===== config.mk =====
export PLATFORM = sky130hd
export DESIGN_NAME = mem_wb_regfile
export DESIGN_NICKNAME = d
export VERILOG_FILES = /design/src/rtl/mem_wb_regfile.sv
export SDC_FILE = /design/constraint.sdc
export NUM_CORES = 2
export LEC_CHECK = 0
export CAP_MARGIN = 30
export CORE_ASPECT_RATIO = 1.4
export CORE_UTILIZATION = 60
export CTS_BUF_LIST = sky130_fd_sc_hd__clkbuf_4 sky130_fd_sc_hd__clkbuf_8
export DETAILED_ROUTE_END_ITERATION = 16
export HOLD_SLACK_MARGIN = 0.06
export PLACE_DENSITY_LB_ADDON = 0.25
export SLEW_MARGIN = 20
export SYNTH_ARGS = -nofsm -noshare
export SYNTH_HDL_FRONTEND = slang
export SYNTH_SLANG_ARGS = --single-unit

===== constraint.sdc =====
create_clock -name clk -period 3.5 [get_ports clk]
set_input_delay 0.35 -clock clk [delete_from_list [all_inputs] [get_ports clk]]
set_output_delay 0.35 -clock clk [all_outputs]
set_load 0.05 [all_outputs]

===== src/rtl/mem_wb_regfile.sv =====
// mem_wb_regfile: write-back boundary of the 5-stage pipeline.
//   The mem-stage result is latched into the wb entry at a clock edge and
//   committed into a 32 x 32 register file on the following edge. Two
//   combinational read ports serve decode, bypassing the pending wb entry.
//   A committed-write counter is kept for bring-up and performance checks.
// Ports:
//   clk, rst                       clock, synchronous active-high reset
//   mem_des_addr/exist/data        result arriving from the mem stage
//   stall_mem, stall_wb, flush     pipeline control for the wb latch
//   re1/raddr1/rdata1              read port 1 (combinational)
//   re2/raddr2/rdata2              read port 2 (combinational)
//   wb_des_addr/exist/data         latched wb entry (forwarding to decode)
//   wb_write_cnt                   count of committed register writes
module mem_wb_regfile #(
    parameter int DATA_W   = 32,
    parameter int ADDR_W   = 5,
    parameter int NUM_REGS = 32
) (
    input  logic              clk,
    input  logic              rst,
    input  logic [ADDR_W-1:0] mem_des_addr,
    input  logic              mem_des_exist,
    input  logic [DATA_W-1:0] mem_des_data,
    input  logic              stall_mem,
    input  logic              stall_wb,
    input  logic              flush,
    input  logic              re1,
    input  logic [ADDR_W-1:0] raddr1,
    output logic [DATA_W-1:0] rdata1,
    input  logic              re2,
    input  logic [ADDR_W-1:0] raddr2,
    output logic [DATA_W-1:0] rdata2,
    output logic [ADDR_W-1:0] wb_des_addr,
    output logic              wb_des_exist,
    output logic [DATA_W-1:0] wb_des_data,
    output logic [31:0]       wb_write_cnt
);

    logic [DATA_W-1:0] regs [NUM_REGS];

    logic [ADDR_W-1:0] wb_addr_p0;
    logic              vld_p0;
    logic [DATA_W-1:0] wb_data_p0;
    logic [31:0]       write_cnt;

    logic              commit_en;
    logic [DATA_W-1:0] reg_rd1;
    logic [DATA_W-1:0] reg_rd2;

    // Read-port select: reset, disabled port and reg 0 read as zero; the
    // pending wb entry takes precedence over the (stale) array contents.
    function automatic logic [DATA_W-1:0] read_sel(
        input logic              rst_i,
        input logic              re,
        input logic [ADDR_W-1:0] addr,
        input logic              byp_vld,
        input logic [ADDR_W-1:0] byp_addr,
        input logic [DATA_W-1:0] byp_data,
        input logic [DATA_W-1:0] arr_data
    );
        if (rst_i || !re || addr == '0)
            return '0;
        if (byp_vld && addr == byp_addr)
            return byp_data;
        return arr_data;
    endfunction

    assign commit_en = vld_p0 && (wb_addr_p0 != '0);

    // ---- mem -> wb latch (p0) and wb -> register file commit ----
    // The commit uses the pre-edge wb entry, so it happens regardless of the
    // flush/stall that decides what the entry becomes at the same edge.
    always_ff @(posedge clk) begin
        if (rst) begin
            wb_addr_p0 <= '0;
            vld_p0     <= 1'b0;
            wb_data_p0 <= '0;
            write_cnt  <= '0;
            for (int i = 0; i < NUM_REGS; i++)
                regs[i] <= '0;
        end else begin
            if (commit_en) begin
                regs[wb_addr_p0] <= wb_data_p0;
                write_cnt        <= write_cnt + 32'd1;
            end

            if (flush || (stall_mem && !stall_wb)) begin
                wb_addr_p0 <= '0;
                vld_p0     <= 1'b0;
                wb_data_p0 <= '0;
            end else if (!stall_mem) begin
                wb_addr_p0 <= mem_des_addr;
                vld_p0     <= mem_des_exist;
                wb_data_p0 <= mem_des_data;
            end
        end
    end

    // ---- decode read ports (combinational) ----
    assign reg_rd1 = regs[raddr1];
    assign reg_rd2 = regs[raddr2];

    always_comb begin
        rdata1 = read_sel(rst, re1, raddr1, vld_p0, wb_addr_p0, wb_data_p0, reg_rd1);
        rdata2 = read_sel(rst, re2, raddr2, vld_p0, wb_addr_p0, wb_data_p0, reg_rd2);
    end

    assign wb_des_addr  = wb_addr_p0;
    assign wb_des_exist = vld_p0;
    assign wb_des_data  = wb_data_p0;
    assign wb_write_cnt = write_cnt;

endmodule


# == Word-level counts from Yosys, hierarchy flattened ==
# Memory sizes are Yosys's and may differ from the RTL's.
# Cells that the tools add are included.
# totals
n_memories,1
input_bits,55
output_inout_bits,134
wordCells,47
mem_bits_rw,1024
regBits,70
# classes
muxes,22
reduce_logical,17
addsub,1
n_eq_ne,2
# memory_table
name,depth,width,rd,rd_ports_with_merged_regs,write_ports,line_no,rtl
regs,32,32,2,0,32,39,logic [DATA_W-1:0] regs [NUM_REGS];
# ops
op,count
32-bit two-way mux,9
32-bit by 1-bit adder with 32-bit output (second input constant),1
32-bit OR reduction,1
1-bit two-way mux,12
5-bit == test,2
5-bit zero test,2
1-bit logical OR,5
5-bit two-way mux,1
5-bit nonzero test,1
1-bit logical AND,4
1-bit zero test,3
2-bit OR reduction,1

# == Depth between registers and ports, before layout ==
# logic_depth
ltp_word,7
mapped_depth,9
depth_no_buf,6

# == Worst setup path after synthesis ==
# Ideal clock, no wire load.
# synth_path
kind,reg-to-output
startpoint,register wb_addr_p0[3] (netlist: wb_des_addr[3])
endpoint,output rdata1[26]
t_arrival_ps,3617
path_stages_with_launch,9
required_time_ps,3150
path_slack_ps,-467
path_buffers,3
path_cell_list,dfxtp_1 buf_2 xnor2_1 nand4_1 or2_1 buf_2 and2_0 buf_2 a2111oi_1
# synth_via
elab_chain_len,6
word_cells_on_any_way,7
cone_classes,1 x eq/ne; 5 x mux; 1 x reduce/logical
# synth_lines
item,line_no,rtl
from (decl),41,logic [ADDR_W-1:0] wb_addr_p0;
from (signal assigned),92,wb_addr_p0 <= mem_des_addr;
5-bit == test *,63,if (byp_vld && addr == byp_addr)
1-bit logical AND *,63,
1-bit two-way mux (2 in series),63,
32-bit two-way mux *,65,return arr_data;
32-bit two-way mux *,63,
to (decl),29,"output logic [DATA_W-1:0] rdata1,"
# Mark *: on every way between the ends. The rest lies on a longest branch, timed or not. The select of a mux whose other input is x is not followed.

# == Worst setup path in the final report ==
# layout_path
startpoint,register wb_addr_p0[1] (netlist: wb_des_addr[1])
endpoint,output rdata2[8]
# layout_via
elab_chain_len,6
word_cells_on_any_way,7
cone_classes,1 x eq/ne; 5 x mux; 1 x reduce/logical
# layout_lines
item,line_no,rtl
5-bit == test *,63,
1-bit logical AND *,63,
1-bit two-way mux (2 in series),63,
32-bit two-way mux *,65,
32-bit two-way mux *,63,
to (decl),32,"output logic [DATA_W-1:0] rdata2,"
# Marks and branches as above.

==> flow_summary.ini <==
[critical_path]
r2r_end = regs[16][10]
startpoint_type = flip-flop
cp.required_ns = 3.15
crit_type = reg -> out
rr_worst_depth = 7
crit_arrival_ns = 3.19
cp_max_fo = 12
endpoint_kind = primary output
reg2reg_slack_ns = 0.60
regToRegStartpoint = wb_des_addr[0]

[final_layout]
fillers = 6229
multi_input_area_sq_mm = 0.0246
nNetsFinal = 4508
regArea_sq_mm = 0.0322
syn2layout_area_growth_pct = 15.8
final_layout_size_suffix_gt1_frac = 0.259

[yosys]
syn_area_per_cell_sq_um = 14.0
synth_cells = 4162
synthFlopType = edfxtp_1
syn-cell-area_sq_mm = 0.0581
ys_async_sr_fraction = 0
synth_edf_count = 1024
synth_cell_type_count = 57
seq_area_frac_synth = 0.553
synth-seq-cells = 1094
yosys_warnings = 0

[floorplan]
io_pins = 189
rows = 134
core_area_sq_mm = 0.0956
initial_utilization = 0.608
dieArea_sq_mm = 0.0981
die_y_um = 370
chipWidth_um = 265

[run_status]
outcome = finished, violations left
violations = setup timing

[route]
drt_iter0_markers = 5830
num_vias = 41700
drt-pass1-iter-count = 6
routed_via_density = 7.17
drtAntennaViolNets = 0
wl_um = 197000
routedWlPerCell_um = 33.9
drc = 0

[global_routing]
antenna_found_initial = 8
grt_remaining_overflow = 0
grt_pass1_vias = 41400
grt_pass1_wl_um = 279000
grt_usage = 0.403
grt_max_degree = 87

[min_path]
hold_start = mem_des_exist
whs_path_depth = 3
hold_end = wb_des_exist
min_path_type = in -> reg

[power]
power.total_mw = 29.1
power_density_mw_per_mm2 = 433
p_leak_nw = 24.7
worst_ir_drop_vdd_mv = 0.421

[clock_network]
clk_pin_slew_worst_paths_ns = 0.06
cts_tree = built
cts_made_buffers = 163
cts_sinks = 1094
cts_max_path_buffers = 3
root_buffer = clkbuf_8
clk_latency_ns = 0.91
cts_max_level = 4

[sta]
slew_headroom = 0.283
tightest_slew_ns = 1.06
fin_worst_skew_ns = 0.0456
fmaxAchievable_mhz = 283
finalSetupViolCount = 10
worst_slack_ns = -0.0396
final.period_utilization = 1.01
post-route-min-period_ns = 3.54
drv_slew = 0
rsz0062_at_grt = yes
hold_viol_final = 0

[placement]
io_buffer_count = 188
dp_hpwl_um = 119000
dp_worst_setup_slack_ns = -0.0125
place_congestion = 0.935

[flow_run]
max_cap_viol_count = 0
[metrics by stage]
stage / utilization / hold WS [ns] / cells / TNS, ns / cell area, sq um
after floorplan: - / 0.494 / 4193 / -0.934 / 58200
after global placement: 0.662 / 0.474 / 5460 / 0 / 63300
after detailed placement: 0.662 / 0.474 / 5460 / -0.0125 / 63300
after CTS: 0.702 / 0.107 / 5803 / -0.111 / 67100
after global routing: 0.704 / 0.154 / 5812 / -0.424 / 67300
final: 0.704 / 0.161 / 5819 / -0.186 / 67300
[flip-flops by register name, summed over array words and instances, names as in the netlist]
name	flops
regs	1024
wb_write_cnt	32
wb_des_data	32
wb_des_exist	1
wb_des_addr	5
[timing repair]
action	in CTS	in global routing
hold buffers	36	0
cloned	3	2
gates resized for setup	26	21
endpoints found under the hold margin	69	0
pin swaps	4	10
setup endpoints to repair	60	46
setup buffers	5	4
[cell type report]
| type | count | area share |
|---|---|---|
| Antenna cell | 9 | 0.000335 |
| Clock buffer | 234 | 0.0425 |
| Clock inverter | 65 | 0.00576 |
| Inverter | 10 | 0.000558 |
| Multi-Input combinational cell | 2660 | 0.366 |
| Sequential cell | 1094 | 0.478 |
| Tap cell | 1224 | 0.0228 |
| Timing Repair Buffer | 523 | 0.0844 |
[critical path, stage by stage (launching register included)]
cell and delay, ns:
dfxtp_4 0.40, xnor2_1 0.21, nand4_1 0.20, o211ai_1 0.27, buf_4 0.25, buf_16 0.22, a21oi_1 0.15, a221o_1 0.38
buf_12 0.18
[routing by layer]
metal	GRT usage	share of wire	vias up
li1	-	-	16500
met5	0	0.000066	-
met2	0.630	0.47	3653
met4	0.270	0.074	2
met3	0.131	0.14	923
met1	0.477	0.32	20600
[where the power goes]
| group | internal, mW | switching (mW) | total [mW] |
|---|---|---|---|
| Combinational | 1.49 | 2.13 | 3.62 |
| Clock | 5.48 | 5.11 | 10.6 |
| Sequential | 14.7 | 0.248 | 14.9 |
[cells by family after synthesis]
group / Yosys count / synth area share
xor gates and xnor gates: 30 / 0.00452
and+or+nand+nor: 1369 / 0.138
buffers and inverters: 442 / 0.0329
other: 1 / 0.0000645
muxes: 698 / 0.204
adders and majority gates: 1 / 0.000215
AOI/OAI and AO/OA: 527 / 0.0673
DFF: 1094 / 0.553
[worst max path at each step]
stage                   start    endpoint  slack [ns]
2_1_floorplan  wb_des_addr[3]  rdata1[26]       -0.47
3_3_place_gp        raddr1[3]   rdata1[5]       0.002
3_5_place_dp        raddr1[3]   rdata1[5]       -0.01
4_1_cts        wb_des_addr[0]   rdata1[5]       -0.11
5_1_grt        wb_des_addr[1]  rdata2[12]       -0.10
6_report       wb_des_addr[1]   rdata2[8]       -0.04
[layout by cell type (no fill, tap or decap), types with 9 or more instances in the layout]
master | synthesis | final
clkbuf_8 | 0 | 176
a221o_1 | 50 | 49
xnor2_1 | 29 | 26
buf_12 | 0 | 104
and2_1 | 998 | 998
nor2_1 | 134 | 107
nand3_1 | 12 | 12
mux2_2 | 50 | 50
edfxtp_1 | 1024 | 1024
mux2i_1 | 266 | 266
o221ai_1 | 29 | 29
a21oi_1 | 67 | 59
nor2b_1 | 31 | 28
buf_4 | 18 | 259
o22ai_1 | 25 | 25
a211oi_1 | 32 | 30
or3_1 | 14 | 14
mux4_2 | 382 | 382
conb_1 | 1 | 32
nor3_1 | 24 | 21
a221oi_1 | 109 | 107
nor2_4 | 0 | 33
nand2_1 | 72 | 71
diode_2 | 0 | 9
clkbuf_4 | 0 | 58
a31oi_1 | 21 | 21
a22oi_1 | 85 | 85
dlygate4sd3_1 | 0 | 36
o21ai_0 | 60 | 58
or2_2 | 34 | 34
dfxtp_1 | 70 | 64
clkinv_1 | 0 | 35
o21bai_1 | 25 | 25
clkinv_2 | 0 | 17
clkdlybuf4s50_1 | 0 | 114
[synthesized netlist by cell type (all sizes together) (50+ instances only)]
library cell  number  area [sq um]
a22oi             85           638
o21ai             64           320
mux4             382          8600
a221o             50           500
buf              151           820
dfxtp             70          1400
edfxtp          1024         30700
a21oi             67           335
mux2i            266          2660
nor2             144           566
clkbuf           281          1060
a221oi           109           955
and2             999          6250
mux2              50           563
nand2             72           270
(Power assumes the default switching activity.)
